===== src/rtl/alu_pkg.sv =====
// Shared datapath control word for the 4-bit ALU stage and its command arbiter.
package alu_pkg;

    typedef enum logic [1:0] {
        ALU_ADD = 2'd0,
        ALU_SUB = 2'd1,
        ALU_MUL = 2'd2,
        ALU_XOR = 2'd3
    } alu_op_t;

    typedef struct packed {
        alu_op_t op;
        logic    cin;
        logic    sat;
    } alu_ctrl_t;

endpackage


===== src/rtl/alu_arb_4b.sv =====
// Two-requester arbiter in front of a single 4-bit ALU stage.
// Commands are muxed combinationally to the ALU. The arbiter tracks which
// requester owns the single outstanding result and steers it back.
// No cycles are added in either direction.
module alu_arb_4b
    import alu_pkg::*;
#(
    parameter int CNT_W = 8
) (
    input  logic             clk,
    input  logic             rst,

    input  logic             rq0_valid,
    output logic             rq0_ready,
    input  logic [3:0]       rq0_x0,
    input  logic [3:0]       rq0_x1,
    input  logic [3:0]       rq0_y0,
    input  logic [3:0]       rq0_y1,
    input  alu_ctrl_t        rq0_ctrl,

    input  logic             rq1_valid,
    output logic             rq1_ready,
    input  logic [3:0]       rq1_x0,
    input  logic [3:0]       rq1_x1,
    input  logic [3:0]       rq1_y0,
    input  logic [3:0]       rq1_y1,
    input  alu_ctrl_t        rq1_ctrl,

    output logic             rs0_valid,
    input  logic             rs0_ready,
    output logic [9:0]       rs0_res,
    output logic             rs0_carry,

    output logic             rs1_valid,
    input  logic             rs1_ready,
    output logic [9:0]       rs1_res,
    output logic             rs1_carry,

    output logic             alu_cmd_valid,
    input  logic             alu_cmd_ready,
    output logic [3:0]       alu_x0,
    output logic [3:0]       alu_x1,
    output logic [3:0]       alu_y0,
    output logic [3:0]       alu_y1,
    output alu_ctrl_t        alu_ctrl,

    input  logic             alu_res_valid,
    output logic             alu_res_ready,
    input  logic [9:0]       alu_res_q,
    input  logic             alu_carry_q,

    output logic             owner,
    output logic             busy,
    output logic [CNT_W-1:0] cnt0,
    output logic [CNT_W-1:0] cnt1,
    output logic             err
);

    typedef enum logic {
        S_IDLE = 1'b0,
        S_PEND = 1'b1
    } state_t;

    state_t state, state_nxt;
    logic   owner_q, owner_nxt;
    logic   lock_q;
    logic   lock_id_q;
    logic   last_gnt_q;
    logic   grant;
    logic   cmd_fire;
    logic   res_fire;

    // Grant: a stalled command keeps its grant; otherwise round-robin on ties
    always_comb begin
        grant = last_gnt_q;
        if (lock_q) begin
            grant = lock_id_q;
        end else if (rq0_valid && !rq1_valid) begin
            grant = 1'b0;
        end else if (rq1_valid && !rq0_valid) begin
            grant = 1'b1;
        end else if (rq0_valid && rq1_valid) begin
            grant = ~last_gnt_q;
        end
    end

    // Zero-latency command mux; everything is held at zero while in reset
    always_comb begin
        alu_cmd_valid = 1'b0;
        alu_x0        = '0;
        alu_x1        = '0;
        alu_y0        = '0;
        alu_y1        = '0;
        alu_ctrl      = '0;
        rq0_ready     = 1'b0;
        rq1_ready     = 1'b0;
        if (!rst) begin
            rq0_ready = !grant && alu_cmd_ready;
            rq1_ready = grant && alu_cmd_ready;
            if (grant) begin
                alu_cmd_valid = rq1_valid;
                alu_x0        = rq1_x0;
                alu_x1        = rq1_x1;
                alu_y0        = rq1_y0;
                alu_y1        = rq1_y1;
                alu_ctrl      = rq1_ctrl;
            end else begin
                alu_cmd_valid = rq0_valid;
                alu_x0        = rq0_x0;
                alu_x1        = rq0_x1;
                alu_y0        = rq0_y0;
                alu_y1        = rq0_y1;
                alu_ctrl      = rq0_ctrl;
            end
        end
    end

    assign cmd_fire = alu_cmd_valid && alu_cmd_ready;
    assign busy     = (state == S_PEND);
    assign owner    = owner_q;

    // Result return path: only the owner sees the ALU result, and only while busy
    always_comb begin
        rs0_valid     = 1'b0;
        rs1_valid     = 1'b0;
        rs0_res       = '0;
        rs1_res       = '0;
        rs0_carry     = 1'b0;
        rs1_carry     = 1'b0;
        alu_res_ready = 1'b0;
        if (busy && !rst) begin
            alu_res_ready = owner_q ? rs1_ready : rs0_ready;
            if (owner_q) begin
                rs1_valid = alu_res_valid;
                rs1_res   = alu_res_q;
                rs1_carry = alu_carry_q;
            end else begin
                rs0_valid = alu_res_valid;
                rs0_res   = alu_res_q;
                rs0_carry = alu_carry_q;
            end
        end
    end

    assign res_fire = alu_res_valid && alu_res_ready;

    // Next state and next owner of the outstanding result
    always_comb begin
        state_nxt = state;
        owner_nxt = owner_q;
        case (state)
            S_IDLE: begin
                if (cmd_fire) begin
                    state_nxt = S_PEND;
                    owner_nxt = grant;
                end
            end
            S_PEND: begin
                // A new command while the old result has not left cannot be
                // accepted by a one-slot ALU stage, so only the paired case
                // hands ownership over.
                if (res_fire && cmd_fire) begin
                    owner_nxt = grant;
                end else if (res_fire) begin
                    state_nxt = S_IDLE;
                end
            end
            default: begin
                state_nxt = S_IDLE;
            end
        endcase
    end

    // Outstanding-result state register
    always_ff @(posedge clk or posedge rst) begin
        if (rst) begin
            state   <= S_IDLE;
            owner_q <= 1'b0;
        end else begin
            state   <= state_nxt;
            owner_q <= owner_nxt;
        end
    end

    // Grant lock: hold the grant of a command the ALU has not yet taken
    always_ff @(posedge clk or posedge rst) begin
        if (rst) begin
            lock_q    <= 1'b0;
            lock_id_q <= 1'b0;
        end else if (cmd_fire) begin
            lock_q    <= 1'b0;
        end else if (alu_cmd_valid && !alu_cmd_ready) begin
            lock_q    <= 1'b1;
            lock_id_q <= grant;
        end
    end

    // Round-robin pointer; reset to 1 so requester 0 wins the first tie
    always_ff @(posedge clk or posedge rst) begin
        if (rst) begin
            last_gnt_q <= 1'b1;
        end else if (cmd_fire) begin
            last_gnt_q <= grant;
        end
    end

    // Per-requester accepted-command counters, free-running wrap
    always_ff @(posedge clk or posedge rst) begin
        if (rst) begin
            cnt0 <= '0;
            cnt1 <= '0;
        end else if (cmd_fire) begin
            if (grant) begin
                cnt1 <= cnt1 + CNT_W'(1);
            end else begin
                cnt0 <= cnt0 + CNT_W'(1);
            end
        end
    end

    // Sticky error: a result arrived with nothing outstanding
    always_ff @(posedge clk or posedge rst) begin
        if (rst) begin
            err <= 1'b0;
        end else if (alu_res_valid && !busy) begin
            err <= 1'b1;
        end
    end

endmodule

===== config.mk =====
export PLATFORM = sky130hd
export DESIGN_NAME = alu_arb_4b
export DESIGN_NICKNAME = d
export VERILOG_FILES = /design/src/rtl/alu_pkg.sv /design/src/rtl/alu_arb_4b.sv
export SDC_FILE = /design/constraint.sdc
export NUM_CORES = 1
export LEC_CHECK = 0
export CAP_MARGIN = 10
export CORE_ASPECT_RATIO = 1.75
export CORE_MARGIN = 5
export CORE_UTILIZATION = 36
export DETAILED_ROUTE_END_ITERATION = 7
export PLACE_DENSITY = 0.89
export SLEW_MARGIN = 15
export SYNTH_ARGS = -nofsm -noshare
export SYNTH_HDL_FRONTEND = slang
export SYNTH_SLANG_ARGS = --single-unit

===== constraint.sdc =====
create_clock -name clk -period 3.1 [get_ports clk]
set_input_delay 0.465 -clock clk [delete_from_list [all_inputs] [get_ports clk]]
set_output_delay 0.465 -clock clk [all_outputs]
set_load 0.01 [all_outputs]

; Yosys cells after proc, flatten, opt, wreduce, memory -nomap -nowiden
; Index checks and enable logic that the tools add are counted.
[classes]
add_sub_neg = 2
shift = 0
n_lt_le_gt_ge = 0
n_eq_ne = 2
muxes = 41
bitwise_logic = 4
n_reduce_logical = 22
n_mul = 0
div_mod_pow = 0
[ops]
columns = cell, n
row1 = two-way mux 10 bit, 4
row2 = two-way mux 4 bit, 10
row3 = two-way mux 1 bit, 25
row4 = "adder 8 x 1 -> 8 bit, second input constant", 2
row5 = logical AND 1 bit, 11
row6 = AND reduction 2 bit, 4
row7 = zero test 1 bit, 6
row8 = NOT 1 bit, 4
row9 = case mux 1 bit (2 select lines), 2
row10 = "!= test 2 x 1 -> 1 bit, second input constant", 1
row11 = "!= test 2 bit, second input constant", 1
row12 = nonzero test 2 bit, 1
[word_totals]
input_bits = 59
rom_bits = 0
latch_bits = 0
wordCells = 79
mem_bits_rw = 0
memories = 0
out_inout_bits = 67
regBits = 22

; Depth between registers and ports, before layout
[logic_depth]
word_depth = 11
ltp_mapped = 7

; Least setup slack after synthesis
; No wires, ideal clock.
[synth_path]
path_kind = input to output
start = input port rst
end = output port rs1_carry
setup_slack_ns = 0.841
arrival_ns = 1.794
path_stages = 5
t_required_ns = 2.635
path_cell_list = buf_2 -> inv_1 -> and3_1 -> clkbuf_1 -> and2_1
[synth_via]
elab_chain_cells = 3
[synth_rtl]
columns = item, line_no
row1 = "start, declared", alu_arb_4b.sv:11  ; input logic rst,
row2 = zero test 1 bit (no line), --
row3 = logical AND 1 bit, alu_arb_4b.sv:131  ; if (busy && !rst) begin
row4 = two-way mux 1 bit, alu_arb_4b.sv:131
row5 = "end, declared", alu_arb_4b.sv:37  ; output logic rs1_carry,
; No other way between the ends.

==> metrics.md <==
| Metric | Value |
|---|---|
| Mapped cell area | 1560 um2 |
| Area leader, netlist | dfrtp_1 |
| Critical path peak fanout | 14 |
| Die area | 5790 um2 |
| First drt pass iteration count | 4 |
| Routed wire length | 5610 um |
| Critical Path End Type | output pin |
| Unrepaired setup endpoints after global routing | false |
| Synthesized area per cell | 8.11 um2 |
| Routed Antenna Nets | 0 |
| CTS Hold Bufs | 0 |
| Predominant post-synthesis flop cell | dfrtp_1 |
| Setup tns final | 0 ps |
| Pins Over Slew Limit | 0 |
| Core ar. | 4150 um2 |
| Antenna violations before repair | 0 |
| Fin crit share | 91.1% |
| Total CTS buffers | 3 |
| R2R depth | 5 |
| CTS tree | yes |
| Worst-Margin Slew | 462 ps |
| Highest clock rate | 0.354 GHz |
| Register area share after synthesis | 35.5% |
| Initial drt markers | 76 |
| Slew margin rel. | 69.1% |
| Util after Layout | 70.6% |
| Share of layout cells above drive strength 1 | 6.62% |
| Clock slew at reported path FFs | 80 ps |
| Port Buffers | 125 |
| Syn Inst Count | 192 |
| Worst IR drop on VDD | 0.000515 V |
| Global-route wire length before repair | 8900 um |
| Pwr/cell area | 632 nW/um2 |
| Fin nets | 379 |
| Postcts setup bufs | 0 |
| Detailed-route via count | 1815 |
| Die X | 59.7 um |
| Final setup viols | 0 |
| Clk buf depth | 2 |
| Ranking of synthesized cells by area | dfrtp_1, nand2_1, and2_1 |
| CP startpoint kind | primary input |
| Max-capacitance violation count | 0 |
| Tot Pwr | 1850 uW |
| Worst EP arrival | 2360 ps |
| Worst-Skew Late Latency | 270 ps |
| Outcome | finished, final reports clean |
| Crit path kind | primary input to output pin |
| Critical Path RT | 2630 ps |
| Number of global-route vias before repair | 1824 |
| Ys async rst share | 100% |
| Post-DP HPWL | 4590 um |
| Yosys warning count | 0 |
| Rows | 31 |
| Vias per cell | 4.96 |
| LEAKAGE | 0.00122 uW |
| Type of the worst min-delay path | flop to flop |
| Starting Density | 37.5% |
| Area growth from synthesis to layout | 88.3% |
| Mapped Nets | 253 |
| Final Skew | 3.93 ps |
| Final Hold Fails | 0 |
| Share of the synthesized area in the top cell type | 33.8% |
| Largest net degree at the start of global routing | 24 |
| Die Span Y | 97.0 um |
| Post-synth EDFFs | 0 |
| DRC viols | 0 |
| Final GP Congestion | 0.774 |
| Pre-CTS worst setup slack | 280 ps |
| Wirelength per Cell | 15.3 um |
| Clock sink count | 22 |
| Grt total ovfl | 0 |
| Resized Gates After CTS | 0 |
| Hold Path Stages | 1 |
| Unique masters post-synth | 36 |
| Final worst slack | 274 ps |
| Tot GR Track Use | 19.2% |
| Synth top cells by count | nand2_1, and2_1, dfrtp_1 |
| H-tree depth | 1 |
| Antenna Cells | 0 |
| Clock root cell | clkbuf_8 |
| Period minus WS final | 2830 ps |
| Count leader, synth | nand2_1 |
| Io pins | 126 |
| Flops & latches, synth | 22 |
==> per-layer routing <==
layer	up-vias	routed length (um)	global-route usage [%]
met3	15	421	3.33
li1	890	-	-
met1	830	2010	21.4
met2	80	2960	33.7
met5	-	0	0
met4	0	209	8.36
==> metrics by stage <==
stage	hold slack (ps)	instance area (um2)	std cells
after floorplan	475	1560	192
after global placement	440	2880	362
after detailed placement	459	2880	362
after CTS	477	2930	366
after global routing	511	2930	366
final	472	2930	366
==> worst max-delay path: stages <==
cell and delay [ps]:
clkdlybuf4s50_1 460, nand2b_1 190, a31oi_2 250, buf_4 230, nand2_1 70, a21oi_1 140
clkdlybuf4s50_1 550
==> layout make-up <==
class | instances | area, um2
Fill cell | 307 | 1220
Clock buffer | 4 | 55.1
Tap cell | 49 | 61.3
Sequential cell | 22 | 552
Inverter | 4 | 15.0
Timing Repair Buffer | 133 | 1310
Multi-Input combinational cell | 154 | 937
==> cell usage in the layout (no fill, tap or decap), drive strengths merged, types with 2 or more instances in the layout <==
master           n
a21o             2
a21oi           20
a31o             2
and2            26
and3             6
buf              8
clkbuf           4
clkdlybuf4s50  125
dfrtp           21
ha               2
inv              4
mux2             5
nand2           44
nand2b           3
nand3            8
nand4            3
nor2             4
nor3             2
nor4b            2
o21ai            2
xnor2           11
xor2             3
==> sequential cells by signal, summed over array words and instances, names as in the netlist <==
register / cells
cnt1: 8
err: 1
lock_q: 1
last_gnt_q: 1
owner: 1
cnt0: 8
lock_id_q: 1
busy: 1
==> path summary, 6_finish.rpt <==
kind	start	endpoint	slack [ps]
worst min-delay path	err	err	470
worst max register to register	last_gnt_q	cnt1[5]	1220
worst min register to register	err	err	470
worst max-delay path	rq0_valid	alu_ctrl[3]	270
max in group asynchronous	rst	last_gnt_q	2110
min in group asynchronous	rst	busy	710
==> power breakdown <==
part / total (uW) / internal, uW / switching, uW
Clock: 207 / 113 / 93.6
Sequential: 479 / 375 / 104
Combinational: 1170 / 638 / 529
==> cells by family (layout without fill, tap and decap cells) <==
kind of cell	Yosys count	after routing	share of synthesized area, %
AND/OR/NAND/NOR	102	102	33.6
AO/OA/AOI/OAI	30	30	12.0
flip-flops	22	22	35.5
buffers and inverters	16	141	4.74
XOR/XNOR	14	14	8.36
multiplexers	6	6	4.26
adder cells (fa/ha/maj)	2	2	1.61
No activity file was read; power rests on OpenSTA's default activity.
